[src/rtl/regfile_pkg.sv]
// Shared definitions for the register-file write-port arbiter and its scoreboard.
package regfile_pkg;

  localparam int ADDR_W   = 5;
  localparam int DATA_W   = 32;
  localparam int NUM_REGS = 32;

  localparam logic [ADDR_W-1:0] REG_ZERO = '0;

  typedef enum logic [1:0] {
    GNT_NONE = 2'd0,
    GNT_WB   = 2'd1,
    GNT_MDU  = 2'd2
  } gnt_e;

  function automatic logic is_reg_zero(input logic [ADDR_W-1:0] addr);
    return addr == REG_ZERO;
  endfunction

endpackage

[src/rtl/reg_scoreboard.sv]
// Busy scoreboard for outstanding MDU destinations plus the outstanding-op counter.
module reg_scoreboard
  import regfile_pkg::*;
#(
  parameter int MDU_DEPTH = 2
) (
  input  logic              clk,
  input  logic              rst_n,
  input  logic              issue_i,
  input  logic [ADDR_W-1:0] issue_addr_i,
  input  logic              retire_i,
  input  logic [ADDR_W-1:0] retire_addr_i,
  input  logic [ADDR_W-1:0] rd_addr_a_i,
  input  logic [ADDR_W-1:0] rd_addr_b_i,
  output logic              issue_full_o,
  output logic              busy_a_o,
  output logic              busy_b_o
);

  localparam int CNT_W = $clog2(MDU_DEPTH + 1);

  logic [CNT_W-1:0]    out_cnt_q, out_cnt_d;
  logic [NUM_REGS-1:0] busy_q, busy_d;
  logic                issue_ok;
  logic                retire_ok;

  assign issue_full_o = (out_cnt_q == CNT_W'(MDU_DEPTH));
  assign issue_ok     = issue_i & ~issue_full_o;
  // Guard against a stray retire underflowing the counter.
  assign retire_ok    = retire_i & (out_cnt_q != '0);

  always_comb begin
    out_cnt_d = out_cnt_q;
    case ({issue_ok, retire_ok})
      2'b10:   out_cnt_d = out_cnt_q + 1'b1;
      2'b01:   out_cnt_d = out_cnt_q - 1'b1;
      default: out_cnt_d = out_cnt_q;
    endcase
  end

  // Per-register busy bit; a same-cycle issue to the retiring address wins.
  genvar g;
  generate
    for (g = 0; g < NUM_REGS; g++) begin : g_busy
      if (g == 0) begin : g_zero
        assign busy_d[g] = 1'b0;
      end else begin : g_reg
        always_comb begin
          busy_d[g] = busy_q[g];
          if (issue_ok && issue_addr_i == ADDR_W'(g))
            busy_d[g] = 1'b1;
          else if (retire_i && retire_addr_i == ADDR_W'(g))
            busy_d[g] = 1'b0;
        end
      end
    end
  endgenerate

  always_ff @(posedge clk or negedge rst_n) begin
    if (!rst_n) begin
      out_cnt_q <= '0;
      busy_q    <= '0;
    end else begin
      out_cnt_q <= out_cnt_d;
      busy_q    <= busy_d;
    end
  end

  assign busy_a_o = busy_q[rd_addr_a_i];
  assign busy_b_o = busy_q[rd_addr_b_i];

endmodule

[src/rtl/regfile_wr_arbiter.sv]
// Arbitrates the register file's single write port between WB and the MDU,
// with an anti-starvation wait counter and a registered write port.
module regfile_wr_arbiter
  import regfile_pkg::*;
#(
  parameter int MAX_WAIT  = 3,
  parameter int MDU_DEPTH = 2
) (
  input  logic              Clk,
  input  logic              Rst_n,
  input  logic              WbValid,
  input  logic [ADDR_W-1:0] WbAddr,
  input  logic [DATA_W-1:0] WbData,
  output logic              WbReady,
  input  logic              MduIssue,
  input  logic [ADDR_W-1:0] MduIssueAddr,
  output logic              IssueFull,
  input  logic              MduValid,
  input  logic [ADDR_W-1:0] MduAddr,
  input  logic [DATA_W-1:0] MduData,
  output logic              MduReady,
  input  logic [ADDR_W-1:0] RdAddrA,
  input  logic [ADDR_W-1:0] RdAddrB,
  output logic              BusyA,
  output logic              BusyB,
  output logic              RegWrite,
  output logic [ADDR_W-1:0] RegWrAddr,
  output logic [DATA_W-1:0] RegWrData
);

  localparam int WAIT_W = $clog2(MAX_WAIT + 1);

  gnt_e              gnt;
  logic [WAIT_W-1:0] wait_cnt_q, wait_cnt_d;
  logic              reg_we_q, reg_we_d;
  logic [ADDR_W-1:0] reg_addr_q, reg_addr_d;
  logic [DATA_W-1:0] reg_data_q, reg_data_d;
  logic [ADDR_W-1:0] sel_addr;
  logic [DATA_W-1:0] sel_data;

  // WB normally wins; an MDU result that has waited MAX_WAIT cycles takes the port.
  always_comb begin
    gnt = GNT_NONE;
    if (MduValid && (!WbValid || wait_cnt_q == WAIT_W'(MAX_WAIT)))
      gnt = GNT_MDU;
    else if (WbValid)
      gnt = GNT_WB;
  end

  assign MduReady = (gnt == GNT_MDU);
  assign WbReady  = (gnt == GNT_WB);

  always_comb begin
    wait_cnt_d = wait_cnt_q;
    if (MduValid && MduReady)
      wait_cnt_d = '0;
    else if (MduValid && wait_cnt_q != WAIT_W'(MAX_WAIT))
      wait_cnt_d = wait_cnt_q + 1'b1;
  end

  assign sel_addr = (gnt == GNT_MDU) ? MduAddr : WbAddr;
  assign sel_data = (gnt == GNT_MDU) ? MduData : WbData;

  // Register-0 writes are accepted but never reach the register file.
  always_comb begin
    reg_we_d   = (gnt != GNT_NONE) && !is_reg_zero(sel_addr);
    reg_addr_d = reg_addr_q;
    reg_data_d = reg_data_q;
    if (reg_we_d) begin
      reg_addr_d = sel_addr;
      reg_data_d = sel_data;
    end
  end

  always_ff @(posedge Clk or negedge Rst_n) begin
    if (!Rst_n) begin
      wait_cnt_q <= '0;
      reg_we_q   <= 1'b0;
      reg_addr_q <= '0;
      reg_data_q <= '0;
    end else begin
      wait_cnt_q <= wait_cnt_d;
      reg_we_q   <= reg_we_d;
      reg_addr_q <= reg_addr_d;
      reg_data_q <= reg_data_d;
    end
  end

  assign RegWrite  = reg_we_q;
  assign RegWrAddr = reg_addr_q;
  assign RegWrData = reg_data_q;

  reg_scoreboard #(
    .MDU_DEPTH(MDU_DEPTH)
  ) u_sb (
    .clk          (Clk),
    .rst_n        (Rst_n),
    .issue_i      (MduIssue),
    .issue_addr_i (MduIssueAddr),
    .retire_i     (MduValid & MduReady),
    .retire_addr_i(MduAddr),
    .rd_addr_a_i  (RdAddrA),
    .rd_addr_b_i  (RdAddrB),
    .issue_full_o (IssueFull),
    .busy_a_o     (BusyA),
    .busy_b_o     (BusyB)
  );

endmodule

[config.mk]
export PLATFORM = sky130hd
export DESIGN_NAME = regfile_wr_arbiter
export DESIGN_NICKNAME = d
export VERILOG_FILES = /design/src/rtl/regfile_pkg.sv /design/src/rtl/reg_scoreboard.sv /design/src/rtl/regfile_wr_arbiter.sv
export SDC_FILE = /design/constraint.sdc
export NUM_CORES = 1
export LEC_CHECK = 0
export CAP_MARGIN = 30
export CORE_MARGIN = 8
export CORE_UTILIZATION = 35
export CTS_BUF_LIST = sky130_fd_sc_hd__clkbuf_2 sky130_fd_sc_hd__clkbuf_4 sky130_fd_sc_hd__clkbuf_8
export DETAILED_ROUTE_END_ITERATION = 10
export DONT_BUFFER_PORTS = 1
export PLACE_DENSITY = 0.5
export SYNTH_ARGS = -nofsm -noshare
export SYNTH_HDL_FRONTEND = slang
export SYNTH_SLANG_ARGS = --single-unit
[constraint.sdc]
create_clock -name Clk -period 2.55 [get_ports Clk]
set_input_delay 0.51 -clock Clk [delete_from_list [all_inputs] [get_ports Clk]]
set_output_delay 0.51 -clock Clk [all_outputs]
set_load 0.05 [all_outputs]
Yosys cells after proc, flatten, opt, wreduce, memory -nomap -nowiden. Cells that the tools add are included.

Register bits: 73. Input port bits: 94. Output and inout port bits: 43. Logic and storage cells: 292.

$add $sub $neg: 3. Magnitude comparators: 2. Eq/ne operators: 69. Mux-type cells: 73. Bitwise logic cells: 4. Reduce and logical (&&, ||, !) cells: 105.

Operators with widths (number): 5-bit equality test, second input constant (32); 5-bit by 4-bit equality test with 1-bit output, second input constant (16); 2-bit nonzero test (35); 1-bit logical AND (66); 1-bit 2-to-1 mux (65); 5-bit by 3-bit equality test with 1-bit output, second input constant (8); 32-bit 2-to-1 mux (1); 5-bit by 2-bit equality test with 1-bit output, second input constant (4); 5-bit by 6-bit < comparator with 1-bit output, second input constant (2); 1-bit binary-select mux with 5-bit select (2); 5-bit by 1-bit equality test with 1-bit output, second input constant (2); 2-bit equality test, second input constant (4); 2-bit 2-to-1 mux (3); 5-bit logical NOT (1); 5-bit 2-to-1 mux (1); 2-bit by 1-bit adder with 2-bit output, second input constant (2); 2-bit by 1-bit equality test with 1-bit output, second input constant (2); 2-bit one-hot mux with 2 select lines (1); 1-bit bitwise AND (3); 1-bit logical NOT (2); 2-bit != test, second input constant (1); 2-bit by 1-bit subtractor with 2-bit output, second input constant (1); 1-bit logical OR (1); 1-bit inverter (1).

Depth between registers and ports, before layout.
Depth after elaboration: 9. Depth in mapped cells: 10. Gate-level depth less buffers: 8.

Cells and area by module. Synthesis repeated with hierarchy kept, for this count alone.

Cells, all modules: 350. Area total of the unflattened synthesis: 4073.9 um^2.

Modules (own cells, without submodules): regfile_wr_arbiter (times used 1, cells an instance 140, area each 2077.0 um^2, seq. area each 1001.0 um^2); reg_scoreboard (times used 1, cells an instance 210, area each 1996.9 um^2, seq. area each 825.8 um^2).

Least setup slack after synthesis. Ideal clock, no wire load.

Path kind: input-to-output. Start: input RdAddrB[0]. End: output BusyB. Arrival: 2.068 ns. Required time: 2.040 ns. Slack: -0.028 ns. Stages on the path: 5. Buffers on the path: 1. Path through: clkbuf_1 > mux4_2 > mux2i_1 > nor3b_1 > or3_1.

Cells in the longest elaborated chain, start to end: 2.

RTL lines: from (decl) (RTL line regfile_wr_arbiter.sv:23) `input logic [ADDR_W-1:0] RdAddrB,`; 1-bit binary-select mux with 5-bit select (RTL line reg_scoreboard.sv:70) `assign busy_b_o = busy_q[rd_addr_b_i];`; 1-bit 2-to-1 mux (not written as such) (RTL line reg_scoreboard.sv:70); to (decl) (RTL line regfile_wr_arbiter.sv:25) `output logic BusyB,`.

Every way passes these cells. The select of a mux whose other input is x is not followed.

Worst setup path in the final report.
Start: register u_sb.busy_q[23]. End: output BusyA.

Cells in the longest elaborated chain, start to end: 2.

RTL lines: from (decl) (RTL line reg_scoreboard.sv:23) `logic [NUM_REGS-1:0] busy_q, busy_d;`; from (signal assigned) (RTL line reg_scoreboard.sv:65) `busy_q <= busy_d;`; 1-bit binary-select mux with 5-bit select (RTL line reg_scoreboard.sv:69) `assign busy_a_o = busy_q[rd_addr_a_i];`; 1-bit 2-to-1 mux (not written as such) (RTL line reg_scoreboard.sv:69); to (decl) (RTL line regfile_wr_arbiter.sv:24) `output logic BusyA,`.

Every way passes these cells. The select of a mux whose other input is x is not followed.

==> impl_metrics.csv <==
group,metric,value,unit
run_status,run_status,"finished, violations left",
run_status,violated_checks,"setup timing",
critical_path,wp_data_arrival,2.13,ns
pwr,total_power,0.003902,W
finish,seqCellArea,1827,um2
yosys,synth_largest_area_cell,"sky130_fd_sc_hd__dfrtp_1",
yosys,synthesis.area,4169,um2
finish,multi_input_comb_area,2216,um2
die,die_height,125.1,um
critical_path,worst_path_dominant_cell_family,"multiplexers",
timing,fin_worst_skew,0.008337,ns
clock_tree,clk_pin_slew,0.08,ns
global_route,globalRouteTotalUtil,14.98,%
yosys,gate_count_post_synth,429,
global_route,grt_overflow_total,0,
pwr,sw_frac_of_total,36.59,%
routing,wl_per_cell,19.77,um
global_route,first_pass_grt_wire_length,18560,um
yosys,synth_fp_nets,525,
finish,drive_above_1_share,18.41,%
critical_path,critical_path.max_fanout,3,
pwr,power_density,836.3,nW/um2
place,port-buffer-count,0,
critical_path,cp_num_cells,6,
clock_tree,tritoncts_buffer_count,9,
place,place_inst,569,
place,placed_area,4392,um2
pwr,power.static_leakage,2.133,nW
finish,antenna_cells,0,
timing,endpoints_failing_setup,1,
critical_path,r2r_cells,7,
timing,final_hold_viol_count,0,
yosys,async_reset_ff_share,100.0,%
critical_path,worst_path_cell_with_the_longest_stage_delay,"sky130_fd_sc_hd__mux4_2",
critical_path,start_kind,"flip-flop",
yosys,synth.top_cell.area_share,43.82,%
yosys,synth_edf_count,0,
timing,period_minus_slack,2.640,ns
critical_path,crit_path_max_incr_delay,0.47,ns
pwr,p_seq_share,51.0,%
critical_path,r2r_start,"wait_cnt_q[0]",
min_path,holdCritPathClass,"in2async",
pwr,power.net_switching,0.001428,W
routing,final_antenna_net_count,0,
pwr,clkPwrFrac,25.4,%
timing,max_freq,0.3788,GHz
routing,post_drt_via_cell_ratio,5.383,
pwr,internal_power_summed_over_all_cells,0.002474,W
timing,rsz0062_at_grt,"true",
finish,fill_cells,1182,
routing,wirelength,11610,um
global_route,grt_pass1_vias,3374,
critical_path,timing_startpoint_of_the_critical_path,"u_sb.busy_q[23]",
finish,num-nets-final,532,
place,gpl.final_weighted_congestion,0.7826,
finish,fin_cells,587,
place,dp_hpwl,9122,um
die,chipWidth,125.1,um
global_route,pin_count_of_the_biggest_net_entering_global_routing,74,
routing,remaining_drc_errors,0,
die,design.portCount,137,
yosys,yosysUniqueCellTypes,44,
timing,slew_headroom,50.94,%
die,design.die.area,15660,um2
pwr,irDropWorstVdd,0.3552,mV
die,core,11810,um2
critical_path,crit_path_cell_trace,"mux4_2 -> mux2i_1 -> nor3b_1 -> a41o_1 -> or3_4 -> buf_6",
critical_path,crit_type,"reg2out",
yosys,ys_seq_elements,73,
yosys,synth.yosys.warnings,0,
timing,finalCritPeriodShare,103.5,%
critical_path,cp_data_required_time,2.04,ns
finish,area_growth_syn_to_layout,11.91,%
timing,final-max-slew-violation-count,0,
global_route,antenna_found_initial,0,
clock_tree,max_clock_buf_depth,2,
timing,fin_ws,-0.08963,ns
routing,dr.pass1.iters,4,
routing,via_count,3160,
finish,final_design_area_no_fill,4666,um2
clock_tree,cts-root-buf,"sky130_fd_sc_hd__clkbuf_8",
critical_path,end_kind,"output pin",
yosys,synth.yosys.seq_area_share,43.82,%
critical_path,critical_path.n_buffers_inverters,1,
clock_tree,cts.sink_count,73,
yosys,avgSynthCellArea,9.718,um2
clock_tree,cts.htree.levels,3,
timing,tightestPinTransition,0.7342,ns
yosys,synth.area.top_cells,"sky130_fd_sc_hd__dfrtp_1, sky130_fd_sc_hd__mux2_4, sky130_fd_sc_hd__nand2_1, sky130_fd_sc_hd__o21ai_0, sky130_fd_sc_hd__mux2i_1",
pwr,combinationalPowerShare,23.6,%
yosys,synthFlopType,"sky130_fd_sc_hd__dfrtp_1",
die,start_util,35.30,%
clock_tree,clk-insertion-delay-late,0.35,ns
routing,drt-initial-drc-count,182,
finish,utilization,39.50,%
run,max-cap-violations,0,
clock_tree,cts_tree,"built",
die,rows,40,
## cell type report
class                   instances  area share (%)
multi-input cells             327           47.49
flip-flops and latches         73           39.15
repair buffers                 17           4.210
well taps                     147           3.942
clock buffers                  10           2.816
clock inverters                 5           1.743
inverters                       8          0.6436
## cells in the mapped netlist, types with 3 or more instances
master,n
sky130_fd_sc_hd__clkbuf_1,9
sky130_fd_sc_hd__nor2_1,8
sky130_fd_sc_hd__nor3_1,4
sky130_fd_sc_hd__mux4_2,6
sky130_fd_sc_hd__or3_1,10
sky130_fd_sc_hd__buf_2,6
sky130_fd_sc_hd__buf_6,3
sky130_fd_sc_hd__nand2b_1,14
sky130_fd_sc_hd__buf_1,3
sky130_fd_sc_hd__nand3_1,6
sky130_fd_sc_hd__o22ai_1,3
sky130_fd_sc_hd__mux2i_1,23
sky130_fd_sc_hd__mux2_2,6
sky130_fd_sc_hd__a21oi_1,4
sky130_fd_sc_hd__nor2b_1,6
sky130_fd_sc_hd__inv_1,7
sky130_fd_sc_hd__o21ai_0,67
sky130_fd_sc_hd__a2111oi_0,3
sky130_fd_sc_hd__nand2_1,107
sky130_fd_sc_hd__mux2_4,28
sky130_fd_sc_hd__or2_2,3
sky130_fd_sc_hd__dfrtp_1,73
## logic make-up (layout without fill, tap and decap cells)
group                      count (synthesis)  count (layout)  share of synthesized area, %
xor gates and xnor gates                   3               3                        0.6304
AOI/OAI and AO/OA                         90              90                         12.76
buffers and inverters                     29              40                         3.331
DFF                                       73              73                         43.82
and+or+nand+nor                          169             169                         18.40
muxes                                     63              63                         20.47
adders and majority gates                  2               2                        0.6001
## power groups by stage
| stage | Clock [W] | Sequential, W | Combinational [W] |
|---|---|---|---|
| after floorplan | 0 | 0.00190 | 0.000739 |
| after global placement | 0 | 0.00201 | 0.000856 |
| after detailed placement | 0 | 0.00201 | 0.000880 |
| after CTS | 0.00102 | 0.00199 | 0.000922 |
| after global routing | 0.00106 | 0.00203 | 0.00103 |
| final | 0.000990 | 0.00199 | 0.000923 |
## what timing repair did
item,4_1_cts,5_1_grt
hold buffers,1,0
gates resized for setup,1,4
endpoints found under the hold margin,73,0
setup buffers,1,1
endpoints found under the setup margin,1,21
## state kept, by name, indices dropped and copies added, names as in the netlist
name,flops
u_sb.out_cnt_q,2
u_sb.busy_q,31
RegWrite,1
wait_cnt_q,2
RegWrData,32
RegWrAddr,5
## cells in the final DEF, fill, tap and decap left out, types with 3 or more instances in the layout
| cell type | n |
|---|---|
| sky130_fd_sc_hd__mux2_4 | 28 |
| sky130_fd_sc_hd__nor2_1 | 8 |
| sky130_fd_sc_hd__buf_12 | 3 |
| sky130_fd_sc_hd__mux2i_1 | 23 |
| sky130_fd_sc_hd__dfrtp_1 | 73 |
| sky130_fd_sc_hd__buf_4 | 11 |
| sky130_fd_sc_hd__nor3_1 | 4 |
| sky130_fd_sc_hd__nand3_1 | 6 |
| sky130_fd_sc_hd__nand2b_1 | 14 |
| sky130_fd_sc_hd__mux4_2 | 6 |
| sky130_fd_sc_hd__mux2_2 | 6 |
| sky130_fd_sc_hd__a2111oi_0 | 3 |
| sky130_fd_sc_hd__nor2b_1 | 6 |
| sky130_fd_sc_hd__clkbuf_8 | 9 |
| sky130_fd_sc_hd__a21oi_1 | 4 |
| sky130_fd_sc_hd__nand2_1 | 106 |
| sky130_fd_sc_hd__inv_1 | 7 |
| sky130_fd_sc_hd__or2_2 | 3 |
| sky130_fd_sc_hd__o22ai_1 | 3 |
| sky130_fd_sc_hd__or3_1 | 8 |
| sky130_fd_sc_hd__o21ai_0 | 67 |
## metal layers
metal | share of wire (%) | routed length [um] | GRT usage (%)
met3 | 9.4 | 1087 | 6.077
met5 | 0 | 0 | 0
met2 | 46 | 5386 | 23.36
met1 | 42 | 4907 | 17.89
met4 | 1.9 | 224 | 6.375
## worst paths after layout
kind,to,slack [ns]
setup / recovery,BusyA,-0.09
hold reg to reg,u_sb.out_cnt_q[1],0.51
min in group Clk,wait_cnt_q[0],0.27
hold / removal,u_sb.busy_q[20],0.03
setup reg to reg,RegWrData[31],0.18
max in group asynchronous,RegWrData[9],2.19
## through the flow
step	worst slack (ns)	TNS, ns	hold WS, ns
detailed placement	0.1103	0	0.2181
global route	-0.1841	-0.1841	0.04858
CTS	-0.1198	-0.1198	0.03786
finish	-0.08963	-0.08963	0.02939
floorplan	0.02579	0	0.2144
global placement	0.1630	0	0.2183
(Power assumes the default switching activity.)
